## config.mk

```make
export PLATFORM = sky130hd
export DESIGN_NAME = mux_pipe_stage
export DESIGN_NICKNAME = d
export VERILOG_FILES = /design/src/rtl/mux_pkg.sv /design/src/rtl/mux_n_1.sv /design/src/rtl/mux_pipe_stage.sv
export SDC_FILE = /design/constraint.sdc
export NUM_CORES = 1
export LEC_CHECK = 0
export ABC_AREA = 1
export BUFFER_PORTS_ARGS = -buffer_cell sky130_fd_sc_hd__buf_4
export CAP_MARGIN = 25
export CORE_ASPECT_RATIO = 0.9
export CORE_MARGIN = 8
export CORE_UTILIZATION = 47
export CTS_BUF_LIST = sky130_fd_sc_hd__clkbuf_8
export DETAILED_ROUTE_END_ITERATION = 7
export GPL_ROUTABILITY_DRIVEN = 0
export PLACE_DENSITY = 0.76
export SYNTH_ARGS = -nofsm -noshare
export SYNTH_HDL_FRONTEND = slang
export SYNTH_SLANG_ARGS = --single-unit
```

## constraint.sdc

```tcl
create_clock -name clk -period 2.95 [get_ports clk]
set_input_delay 0.59 -clock clk [delete_from_list [all_inputs] [get_ports clk]]
set_output_delay 0.59 -clock clk [all_outputs]
set_load 0.02 [all_outputs]
```

## src/rtl/mux_pkg.sv

```systemverilog
// Shared defaults, occupancy states and counter width for the mux pipe stage.
package mux_pkg;
   localparam int WIDTH_DEF  = 64;
   localparam int NUM_IN_DEF = 3;
   localparam int ERR_CNT_W  = 8;

   typedef enum logic [1:0] {
      EMPTY = 2'd0,
      ONE   = 2'd1,
      FULL  = 2'd2
   } state_e;
endpackage

```

## src/rtl/mux_n_1.sv

```systemverilog
// Combinational N:1 selector; an out-of-range select yields all-zero data.
module mux_n_1
   import mux_pkg::*;
#(
   parameter int WIDTH  = WIDTH_DEF,
   parameter int NUM_IN = NUM_IN_DEF,
   parameter int SEL_W  = $clog2(NUM_IN)
) (
   input  logic [NUM_IN-1:0][WIDTH-1:0] in_data,
   input  logic [SEL_W-1:0]             sel,
   output logic [WIDTH-1:0]             out_data
);

   always_comb begin
      out_data = '0;
      for (int i = 0; i < NUM_IN; i++) begin
         if (sel == SEL_W'(i)) out_data = in_data[i];
      end
   end

endmodule

```

## src/rtl/mux_pipe_stage.sv

```systemverilog
// Registered source-select stage behind a two-entry skid buffer, with a sticky
// out-of-range select flag and a saturating error counter.
module mux_pipe_stage
   import mux_pkg::*;
#(
   parameter int WIDTH  = WIDTH_DEF,
   parameter int NUM_IN = NUM_IN_DEF,
   parameter int SEL_W  = $clog2(NUM_IN)
) (
   input  logic                         clk,
   input  logic                         reset_n,
   input  logic [NUM_IN-1:0][WIDTH-1:0] in_data,
   input  logic [SEL_W-1:0]             sel,
   input  logic                         in_valid,
   output logic                         in_ready,
   input  logic                         flush,
   output logic [WIDTH-1:0]             out_data,
   output logic                         out_valid,
   input  logic                         out_ready,
   output logic                         sel_err,
   output logic [ERR_CNT_W-1:0]         err_cnt,
   output state_e                       dbg_state
);

   // Handshake: a beat moves on an edge where valid && ready on that side;
   // ready never depends on valid, and in_ready is a flop (no out_ready path).
   localparam logic [SEL_W:0] NUM_IN_L = (SEL_W+1)'(NUM_IN);

   state_e                 state_q, state_d;
   logic [WIDTH-1:0]       main_q, main_d, skid_q, skid_d, sel_data;
   logic                   in_ready_q, sel_err_q, sel_err_d;
   logic [ERR_CNT_W-1:0]   err_cnt_q, err_cnt_d;
   logic                   accept, consume, sel_oor;

   mux_n_1 #(.WIDTH(WIDTH), .NUM_IN(NUM_IN), .SEL_W(SEL_W)) u_mux (
      .in_data  (in_data),
      .sel      (sel),
      .out_data (sel_data)
   );

   assign accept  = in_valid && in_ready_q;
   assign consume = (state_q != EMPTY) && out_ready;
   assign sel_oor = {1'b0, sel} >= NUM_IN_L;

   always_ff @(posedge clk or negedge reset_n) begin
      if (!reset_n) begin
         state_q    <= EMPTY;
         in_ready_q <= 1'b0;
      end else begin
         state_q    <= state_d;
         in_ready_q <= (state_d != FULL);
      end
   end

   always_comb begin
      state_d = state_q;
      main_d  = main_q;
      skid_d  = skid_q;
      case (state_q)
         EMPTY: if (accept) begin
            state_d = ONE;
            main_d  = sel_data;
         end
         ONE: begin
            if (accept && consume) begin
               main_d = sel_data;
            end else if (accept) begin
               state_d = FULL;
               skid_d  = sel_data;
            end else if (consume) begin
               state_d = EMPTY;
            end
         end
         FULL: if (consume) begin
            state_d = ONE;
            main_d  = skid_q;
         end
         default: state_d = EMPTY;
      endcase
      if (flush) state_d = EMPTY;
   end

   // A dropped (flushed) accept must not touch the error bookkeeping.
   always_comb begin
      sel_err_d = sel_err_q;
      err_cnt_d = err_cnt_q;
      if (accept && !flush && sel_oor) begin
         sel_err_d = 1'b1;
         if (err_cnt_q != '1) err_cnt_d = err_cnt_q + ERR_CNT_W'(1);
      end
   end

   always_ff @(posedge clk or negedge reset_n) begin
      if (!reset_n) begin
         main_q    <= '0;
         skid_q    <= '0;
         sel_err_q <= 1'b0;
         err_cnt_q <= '0;
      end else begin
         main_q    <= main_d;
         skid_q    <= skid_d;
         sel_err_q <= sel_err_d;
         err_cnt_q <= err_cnt_d;
      end
   end

   always_comb begin
      out_valid = (state_q != EMPTY);
      out_data  = main_q;
      in_ready  = in_ready_q;
      sel_err   = sel_err_q;
      err_cnt   = err_cnt_q;
      dbg_state = state_q;
   end

endmodule
```

==> flow_summary.yaml, run 1 <==
grt:
  met1_usage_pct: 31.7
  grt_max_degree: 62
  antenna_found_initial: 0
  grt_pass1_vias: 8367
  grt_pass1_wl_um: 42500
  grt_busiest_layer: "met2"
  grt_remaining_overflow: 0
  use_met2_pct: 39.6
  grt_util_met3_pct: 5.89
  grtUsageTotal_pct: 24.4
yosys:
  synth_flop_cell: "dfrtp_1"
  synth-seq-area-share_pct: 44.7
  synth_top_family_by_area: "simple AND/OR/NAND/NOR gates"
  syn_nets: 1325
  ys_async_sr_fraction_pct: 100
  synthSimpleGateAreaFrac_pct: 48.3
  synth_area_leaders: "dfrtp_1, nand2_1, nand3_1"
  synth_xor_area_share_pct: 0.335
  ys_ff_latch: 140
  synth-edff-count: 0
  synth-compound-area-share_pct: 0.192
  ys_warn_count: 0
  synth_mux_area_share_pct: 0
  synth.distinct_cells: 20
  synth_top_area_share_pct: 44.7
  synthAdderAreaFrac_pct: 0.160
  synth_area_leader_cell: "dfrtp_1"
  synthesis.area_um2: 7830
  syn_avg_cell_area_um2: 6.96
  netlist_instances: 1125
detailed_routing:
  first_pass_iters: 5
  drt_iter0_markers: 646
  viasPerCell: 5.36
  postRouteAntennaNets: 0
  drt_wl_total_um: 26000
  drc: 0
  wl_per_cell_um: 16.4
  vias: 8474
critical_path:
  cp.required_ns: 3.28
  r2r_cells: 7
  reg2reg_slack_ns: 0.80
  worstReg2RegEnd: "out_data[17]"
  arrival_ns: 2.47
  worstSetupStartpointType: "flip-flop"
  reg2reg_from: "dbg_state[1]"
  crit_fanout: 45
  worstSetupPathType: "flip-flop to flip-flop"
  end_kind: "flip-flop"
sta:
  period_share_pct: 72.8
  slew_violations: 0
  fin_crit_ns: 2.15
  finalSetupViolCount: 0
  worst_slew_pin_slew_ns: 0.649
  final.setup.worst_slack_ns: 0.803
  tns_ns: 0
  relSlewSlack_pct: 56.7
  finalHoldViolCount: 0
  skew_ns: 0.00920
  rsz0062_at_grt: "false"
  fmax_mhz: 466
clock_tree:
  ctsResizeCount: 0
  cts_tree: "yes"
  htree_levels: 4
  numClockSinks: 140
  cts_hold_buf: 0
  clk_latency_ns: 0.44
  cts_buffer_depth: 2
  clkTransAtPathRegs_ns: 0.08
  cts.repair_timing.setup_buffer_count: 0
  cts_buffers: 17
  root_buffer: "clkbuf_8"
pwr:
  p_int_mw: 3.90
  p_seq_share_pct: 43.8
  p_leak_nw: 5.91
  p_per_area_nw_per_um2: 560
  switchingPower_mw: 1.89
  sw_frac_of_total_pct: 32.7
  combPwrFrac_pct: 27.6
  clkPwrFrac_pct: 28.6
  peakVddDrop_mv: 0.393
die:
  die_h_um: 138
  core_um2: 16200
  die_w_um: 152
  initial_core_util_pct: 48.2
  rows: 44
  die_area_um2: 21100
  ioPinCount: 276
flow_run:
  drv_cap: 0
min_path:
  hold_class: "input port to asynchronous set/reset pin"
layout:
  design_area_um2: 10300
  instances_no_fill: 1580
  drive_gt1_share_pct: 24.2
  finalNetCount: 1562
  syn_to_final_growth_pct: 32.0
  fillers: 1454
  antenna_cells: 0
placement:
  place_inst: 1550
  place.port_buffers: 275
  dp_slack_ns: 0.723
  placed_area_um2: 9920
  dp_hpwl_um: 18300
status:
  status: "complete, no violations"
cells by family (layout without fill, tap and decap cells):
group / after synthesis / in the layout
compound gates: 3 / 3
flops: 140 / 140
buf+inv: 87 / 335
xor+xnor: 3 / 3
fa+ha+maj: 1 / 1
simple gates: 891 / 891
cells in the mapped netlist, types with 2 or more instances:
cell type / count
nand2_1: 485
nand3_1: 200
dfrtp_1: 140
nor2_1: 134
nand4_1: 66
buf_2: 52
buf_4: 12
buf_6: 8
inv_1: 8
inv_2: 6
nand2_2: 3
a21oi_1: 2
xnor2_1: 2
power groups by stage:
stage | clock, mW | sequential (mW) | combinational [mW]
4_1_cts | 1.69 | 2.53 | 1.61
3_3_place_gp | 0 | 2.55 | 1.58
3_5_place_dp | 0 | 2.55 | 1.61
6_report | 1.66 | 2.53 | 1.60
2_1_floorplan | 0 | 2.74 | 0.680
5_1_grt | 1.77 | 2.58 | 1.77
per-layer routing:
metal  up-vias  wire (um)
li1       4137          -
met3        36       2090
met2       402      12000
met4         0        563
met5         -          0
met1      3899      11300
area by class of cell:
cell class | instances | area [um2] | share of cell area (%)
multi-input combinational | 898 | 3850 | 37.2
sequential | 140 | 3500 | 33.9
timing repair buffer | 291 | 2260 | 21.9
tap | 207 | 259 | 2.51
clock buffer | 17 | 234 | 2.26
clock inverter | 13 | 179 | 1.73
inverter | 14 | 52.6 | 0.508
through the flow:
| stage | power, mW | util (%) | hold WS (ns) |
|---|---|---|---|
| CTS | 5.83 | 63.7 | 0.125 |
| global route | 6.13 | 63.7 | 0.143 |
| finish | 5.79 | 63.7 | 0.118 |
| global placement | 4.13 | 61.1 | 0.453 |
| floorplan | 3.42 | - | 0.294 |
| detailed placement | 4.16 | 61.1 | 0.456 |
critical path, cell delays in order, from the launching register on:
cell     delay, ns
dfrtp_1       0.45
nand2_4       0.45
nand2_1       0.19
nand2_4       0.45
buf_12        0.28
nor2_1        0.06
nand2_1       0.07
nand2_1       0.06
worst max path at each step:
stage | from | cells after the start | end | slack [ns]
after floorplan | out_ready | 6 | skid_q[13] | 1.55
after global placement | sel[0] | 7 | out_data[46] | 0.78
after detailed placement | sel[0] | 7 | out_data[46] | 0.72
after CTS | dbg_state[1] | 7 | out_data[55] | 0.81
after global routing | dbg_state[1] | 7 | out_data[49] | 0.64
final | dbg_state[1] | 7 | out_data[17] | 0.80
placed cells by master (no fill, tap or decap), drive strengths merged:
master and count:
or2 1, a21oi 2, nand4 66, xnor2 2, xor2 1, inv 16, nand3 200, clkbuf 17
nor2 136, nand2 488, ha 1, buf 291, clkinvlp 2, dfrtp 140, bufinv 4, clkinv 5
o21ai 1
flip-flops by register name (all words and copies together) (netlist names):
| register | cells |
|---|---|
| out_data | 64 |
| skid_q | 64 |
| err_cnt | 8 |
| dbg_state | 2 |
| in_ready | 1 |
| sel_err | 1 |
No activity file was read; power rests on OpenSTA's default activity.
==> run 2: changes to the inputs <==
--- a/config.mk
+++ b/config.mk
@@ -14,7 +14,7 @@
 export CTS_BUF_LIST = sky130_fd_sc_hd__clkbuf_8
 export DETAILED_ROUTE_END_ITERATION = 7
 export GPL_ROUTABILITY_DRIVEN = 0
-export PLACE_DENSITY = 0.76
+export PLACE_DENSITY = 0.79
 export SYNTH_ARGS = -nofsm -noshare
 export SYNTH_HDL_FRONTEND = slang
 export SYNTH_SLANG_ARGS = --single-unit
==> constraint.sdc (replaced) <==
create_clock -name clk -period 1.85 [get_ports clk]
set_input_delay 0.37 -clock clk [delete_from_list [all_inputs] [get_ports clk]]
set_output_delay 0.37 -clock clk [all_outputs]
set_load 0.02 [all_outputs]
==> run 2 against run 1 <==
Effect of this change:
- worst setup slack lost 0.53 ns
- first-iteration DRC count is 7.0% lower
- die area stayed put
- core utilization is 0.80 points higher
==> flow_summary.yaml, run 2 (synthesis results as in run 1) <==
clock_tree:
  cts_hold_buf: 1
  numClockSinks: 140
  root_buffer: "clkbuf_8"
  htree_levels: 4
  ctsResizeCount: 0
  cts_tree: "yes"
  cts_buffers: 17
  clk_latency_ns: 0.45
  clkTransAtPathRegs_ns: 0.08
  cts.repair_timing.setup_buffer_count: 0
  cts_buffer_depth: 2
layout:
  syn_to_final_growth_pct: 33.6
  multi_input_area_um2: 3850
  instances_no_fill: 1588
  most-common-layout-cells: "nand2_1, buf_4, nand3_1"
  fillers: 1477
  drive_gt1_share_pct: 24.6
  register_area_um2: 3500
  antenna_cells: 0
  finalNetCount: 1568
  final_common_cell: "nand2_1"
critical_path:
  r2r_cells: 5
  worstSetupStartpointType: "flip-flop"
  reg2reg_from: "dbg_state[1]"
  crit_fanout: 128
  cp-endpoint: "out_data[7]"
  path_cells: "nand2_4 -> buf_12 -> nand4_1 -> nand2_1 -> nand2_1"
  cp.required_ns: 2.19
  worstSetupPathType: "flip-flop to flip-flop"
  startpoint: "dbg_state[1]"
  arrival_ns: 1.92
  critPathMaxStageDelay_ns: 0.44
  worstReg2RegEnd: "out_data[7]"
  end_kind: "flip-flop"
  cp_common_cell: "nand2_1"
  reg2reg_slack_ns: 0.27
  crit_path_top_delay_cell: "dfrtp_1"
pwr:
  peakVddDrop_mv: 0.479
  combPwrFrac_pct: 28.0
  switchingPower_mw: 3.01
  clkPwrFrac_pct: 28.2
  p_leak_nw: 5.97
  sw_frac_of_total_pct: 32.6
  p_int_mw: 6.22
  p_per_area_nw_per_um2: 882
  p_seq_share_pct: 43.8
  power_mw: 9.24
status:
  status: "complete, no violations"
detailed_routing:
  postRouteAntennaNets: 0
  dr_wl_met2_um: 12000
  vias: 8576
  drt_wl_total_um: 25600
  routed.top_layer: "met4"
  wl_per_cell_um: 16.1
  viasPerCell: 5.40
  drc: 0
  met1Wirelength_um: 10700
  wl_met3_um: 2130
  first_pass_iters: 5
  drt_iter0_markers: 601
die:
  core_um2: 16200
  ioPinCount: 276
  die_area_um2: 21100
  rows: 44
  die_w_um: 152
  die_h_um: 138
  initial_core_util_pct: 48.2
sta:
  tns_ns: 0
  fin_crit_ns: 1.58
  period_share_pct: 85.3
  final.setup.worst_slack_ns: 0.272
  skew_ns: 0.0108
  slew_violations: 0
  rsz0062_at_grt: "false"
  relSlewSlack_pct: 54.2
  finalHoldViolCount: 0
  finalSetupViolCount: 0
  worst_slew_pin_slew_ns: 0.686
  fmax_mhz: 634
placement:
  place_inst: 1555
  dp_slack_ns: 0.330
  place.port_buffers: 275
  dp_hpwl_um: 18000
grt:
  grtUsageTotal_pct: 23.7
  grt_max_degree: 129
  antenna_found_initial: 0
  grt_remaining_overflow: 0
  grt_pass1_vias: 8283
  grt_pass1_wl_um: 41400
min_path:
  hold_class: "input port to flip-flop"
  hold_depth: 2
flow_run:
  drv_cap: 0
==> run 2: how the worst min path moves through the flow <==
stage / from / to / slack [ns]
global placement: reset_n / skid_q[36] / 0.33
global route: flush / dbg_state[0] / 0.07
finish: flush / dbg_state[0] / 0.09
CTS: flush / dbg_state[0] / 0.06
floorplan: reset_n / dbg_state[0] / 0.07
detailed placement: reset_n / out_data[35] / 0.32
==> run 2: stage by stage <==
stage                     hold WS [ns]  area, um2  utilization, %
after floorplan                 0.0744       7830               -
after detailed placement         0.323      10000            61.8
after CTS                       0.0625      10500            64.5
final                           0.0946      10500            64.5
after global placement           0.330      10000            61.8
after global routing            0.0726      10500            64.5
==> run 2: power by group through the flow <==
| stage | logic, mW | clock network, mW | registers (mW) |
|---|---|---|---|
| 4_1_cts | 2.61 | 2.66 | 4.04 |
| 2_1_floorplan | 1.08 | 0 | 4.36 |
| 5_1_grt | 2.85 | 2.76 | 4.11 |
| 3_5_place_dp | 2.60 | 0 | 4.08 |
| 6_report | 2.58 | 2.60 | 4.05 |
| 3_3_place_gp | 2.55 | 0 | 4.07 |
==> run 2: worst max-delay path, delay by kind of cell (launching register included) <==
| kind | cells | cell delay [ns] |
|---|---|---|
| and+or+nand+nor | 4 | 0.49 |
| DFF | 1 | 0.44 |
| buffers and inverters | 1 | 0.36 |
==> run 2: layout make-up <==
class / instances / share of cell area (%)
multi-input combinational: 898 / 36.7
sequential: 140 / 33.5
timing repair buffer: 297 / 22.8
clock buffer: 20 / 2.63
tap: 207 / 2.47
clock inverter: 12 / 1.39
inverter: 14 / 0.502
==> run 2: routing by layer <==
layer,vias up,global-route usage [%]
met5,-,0
met1,3997,29.1
met4,0,9.30
met3,57,6.85
li1,4148,-
met2,374,38.9
==> run 3: changes to the inputs <==
--- a/config.mk
+++ b/config.mk
@@ -6,15 +6,14 @@
 export NUM_CORES = 1
 export LEC_CHECK = 0
 export ABC_AREA = 1
-export BUFFER_PORTS_ARGS = -buffer_cell sky130_fd_sc_hd__buf_4
 export CAP_MARGIN = 25
 export CORE_ASPECT_RATIO = 0.9
 export CORE_MARGIN = 8
 export CORE_UTILIZATION = 47
 export CTS_BUF_LIST = sky130_fd_sc_hd__clkbuf_8
 export DETAILED_ROUTE_END_ITERATION = 7
+export DONT_BUFFER_PORTS = 1
 export GPL_ROUTABILITY_DRIVEN = 0
-export PLACE_DENSITY = 0.79
 export SYNTH_ARGS = -nofsm -noshare
 export SYNTH_HDL_FRONTEND = slang
 export SYNTH_SLANG_ARGS = --single-unit
==> run 3 against run 2 <==
Effect of this change:
- the run now ends with negative hold slack left
- worst setup slack got worse by 0.058 ns
- routed wire length decreased by 7.9%
- largest cell class unchanged
- clock-buffer cell count decreased by 1
- cell area fell by 21%
- global-route usage down 1.6 points
- sequential power is 10% higher
- sequential share of layout area up 8.7 points
- die area stayed put
- worst hold slack lost 0.49 ns
- largest power group unchanged
- clock power is essentially flat
==> flow_summary.yaml, run 3 (synthesis results as in run 1) <==
placement:
  dp_hpwl_um: 15800
  placed_area_um2: 7890
  place.port_buffers: 0
sta:
  tns_ns: 0
  rsz0062_at_grt: "false"
  finalSetupViolCount: 0
  whs_ns: -0.398
  skew_ns: 0.0142
  fin_crit_ns: 1.64
  relSlewSlack_pct: 71.0
  worst_slew_pin_slew_ns: 0.435
  slew_violations: 0
  finalHoldViolCount: 140
  fmax_mhz: 611
  period_share_pct: 88.5
grt:
  antenna_found_initial: 0
  grt_remaining_overflow: 0
  grtUsageTotal_pct: 22.2
  grt_max_degree: 141
  grt_pass1_vias: 6992
  grt_pass1_wl_um: 38100
clock_tree:
  numClockSinks: 140
  ctsResizeCount: 0
  htree_levels: 4
  clk_latency_ns: 0.45
  cts.repair_timing.setup_buffer_count: 0
  cts_buffer_depth: 2
  cts_hold_buf: 1
  root_buffer: "clkbuf_8"
  cts_buffers: 17
  clkTransAtPathRegs_ns: 0.09
  cts_tree: "yes"
critical_path:
  critPathBufInv: 2
  crit_path_top_delay_cell: "dfrtp_1"
  crit_family: "simple AND/OR/NAND/NOR gates"
  arrival_ns: 2.02
  path_depth: 5
  worstSetupStartpointType: "flip-flop"
  end_kind: "flip-flop"
  path_cells: "nand4_1 -> inv_2 -> buf_4 -> nand2_1 -> nand2_1"
  reg2reg_slack_ns: 0.21
  startpoint: "in_ready"
  r2r_cells: 5
  worstSetupPathType: "flip-flop to flip-flop"
  crit_fanout: 26
  cp.required_ns: 2.23
  reg2reg_from: "in_ready"
  cp_common_cell: "nand2_1"
  critPathMaxStageDelay_ns: 0.52
status:
  violations: "negative hold slack"
  status: "complete, but fails checks"
detailed_routing:
  postRouteAntennaNets: 0
  vias: 7205
  wl_per_cell_um: 18.0
  drc: 0
  drt_iter0_markers: 434
  first_pass_iters: 5
  drt_wl_total_um: 23600
  viasPerCell: 5.50
die:
  initial_core_util_pct: 48.2
  die_h_um: 138
  die_w_um: 152
  core_um2: 16200
  ioPinCount: 276
  die_area_um2: 21100
  rows: 44
pwr:
  p_per_area_nw_per_um2: 1000
  combPwrFrac_pct: 15.3
  clkPwrFrac_pct: 31.2
  peakVddDrop_mv: 0.524
  p_seq_share_pct: 53.5
  p_leak_nw: 4.59
  switchingPower_mw: 2.78
  p_int_mw: 5.56
  sw_frac_of_total_pct: 33.3
layout:
  most-common-layout-cells: "nand2_1, nand3_1, dfrtp_1"
  final_common_cell: "nand2_1"
  design_area_um2: 8310
  finalNetCount: 1289
  drive_gt1_share_pct: 5.44
  fillers: 1684
  antenna_cells: 0
  syn_to_final_growth_pct: 6.09
flow_run:
  drv_cap: 0
min_path:
  hold_class: "input port to asynchronous set/reset pin"
[run 3: cell types whose count changed in the layout (fill, tap and decap cells not counted)]
cell and delta:
clkinv_4 +1, buf_6 -1, clkbuf_8 -1, inv_1 +1, clkinvlp_4 -1, buf_4 -274
buf_12 -4
[run 3: power by group through the flow]
| stage | clock network [mW] | logic (mW) | registers (mW) |
|---|---|---|---|
| floorplan | 0 | 1.08 | 4.36 |
| global placement | 0 | 1.25 | 4.51 |
| detailed placement | 0 | 1.29 | 4.51 |
| CTS | 2.66 | 1.30 | 4.46 |
| global route | 2.79 | 1.49 | 4.54 |
| finish | 2.60 | 1.28 | 4.46 |
[run 3: metal layers]
layer  GRT usage [%]  share of wire (%)
met2            33.7                 46
met3            8.04                9.1
met5               0                  0
met4            6.99                1.9
met1            28.9                 43
[run 3: final timing paths]
check	endpoint
worst max-delay path	skid_q[39]
worst min-delay path	err_cnt[1]
worst max register to register	skid_q[39]
worst min register to register	skid_q[63]
max in group asynchronous	out_data[45]
min in group clk	dbg_state[0]
[run 3: final cells by class]
class	count	area, um2	area share [%]
multi-input cells	898	3850	46.3
repair buffers	18	238	2.86
inverters	14	52.6	0.632
flip-flops and latches	140	3500	42.2
clock inverters	13	150	1.81
clock buffers	19	262	3.15
well taps	207	259	3.12
[run 3: stage by stage]
stage	power (mW)	setup WS, ns	util (%)	cells	hold slack [ns]
2_1_floorplan	5.45	0.475	-	1125	0.0744
3_3_place_gp	5.77	0.296	48.6	1276	0.0779
3_5_place_dp	5.81	0.247	48.6	1276	0.0775
4_1_cts	8.42	0.213	51.2	1309	-0.425
5_1_grt	8.82	0.0347	51.2	1309	-0.434
6_report	8.34	0.213	51.2	1309	-0.398
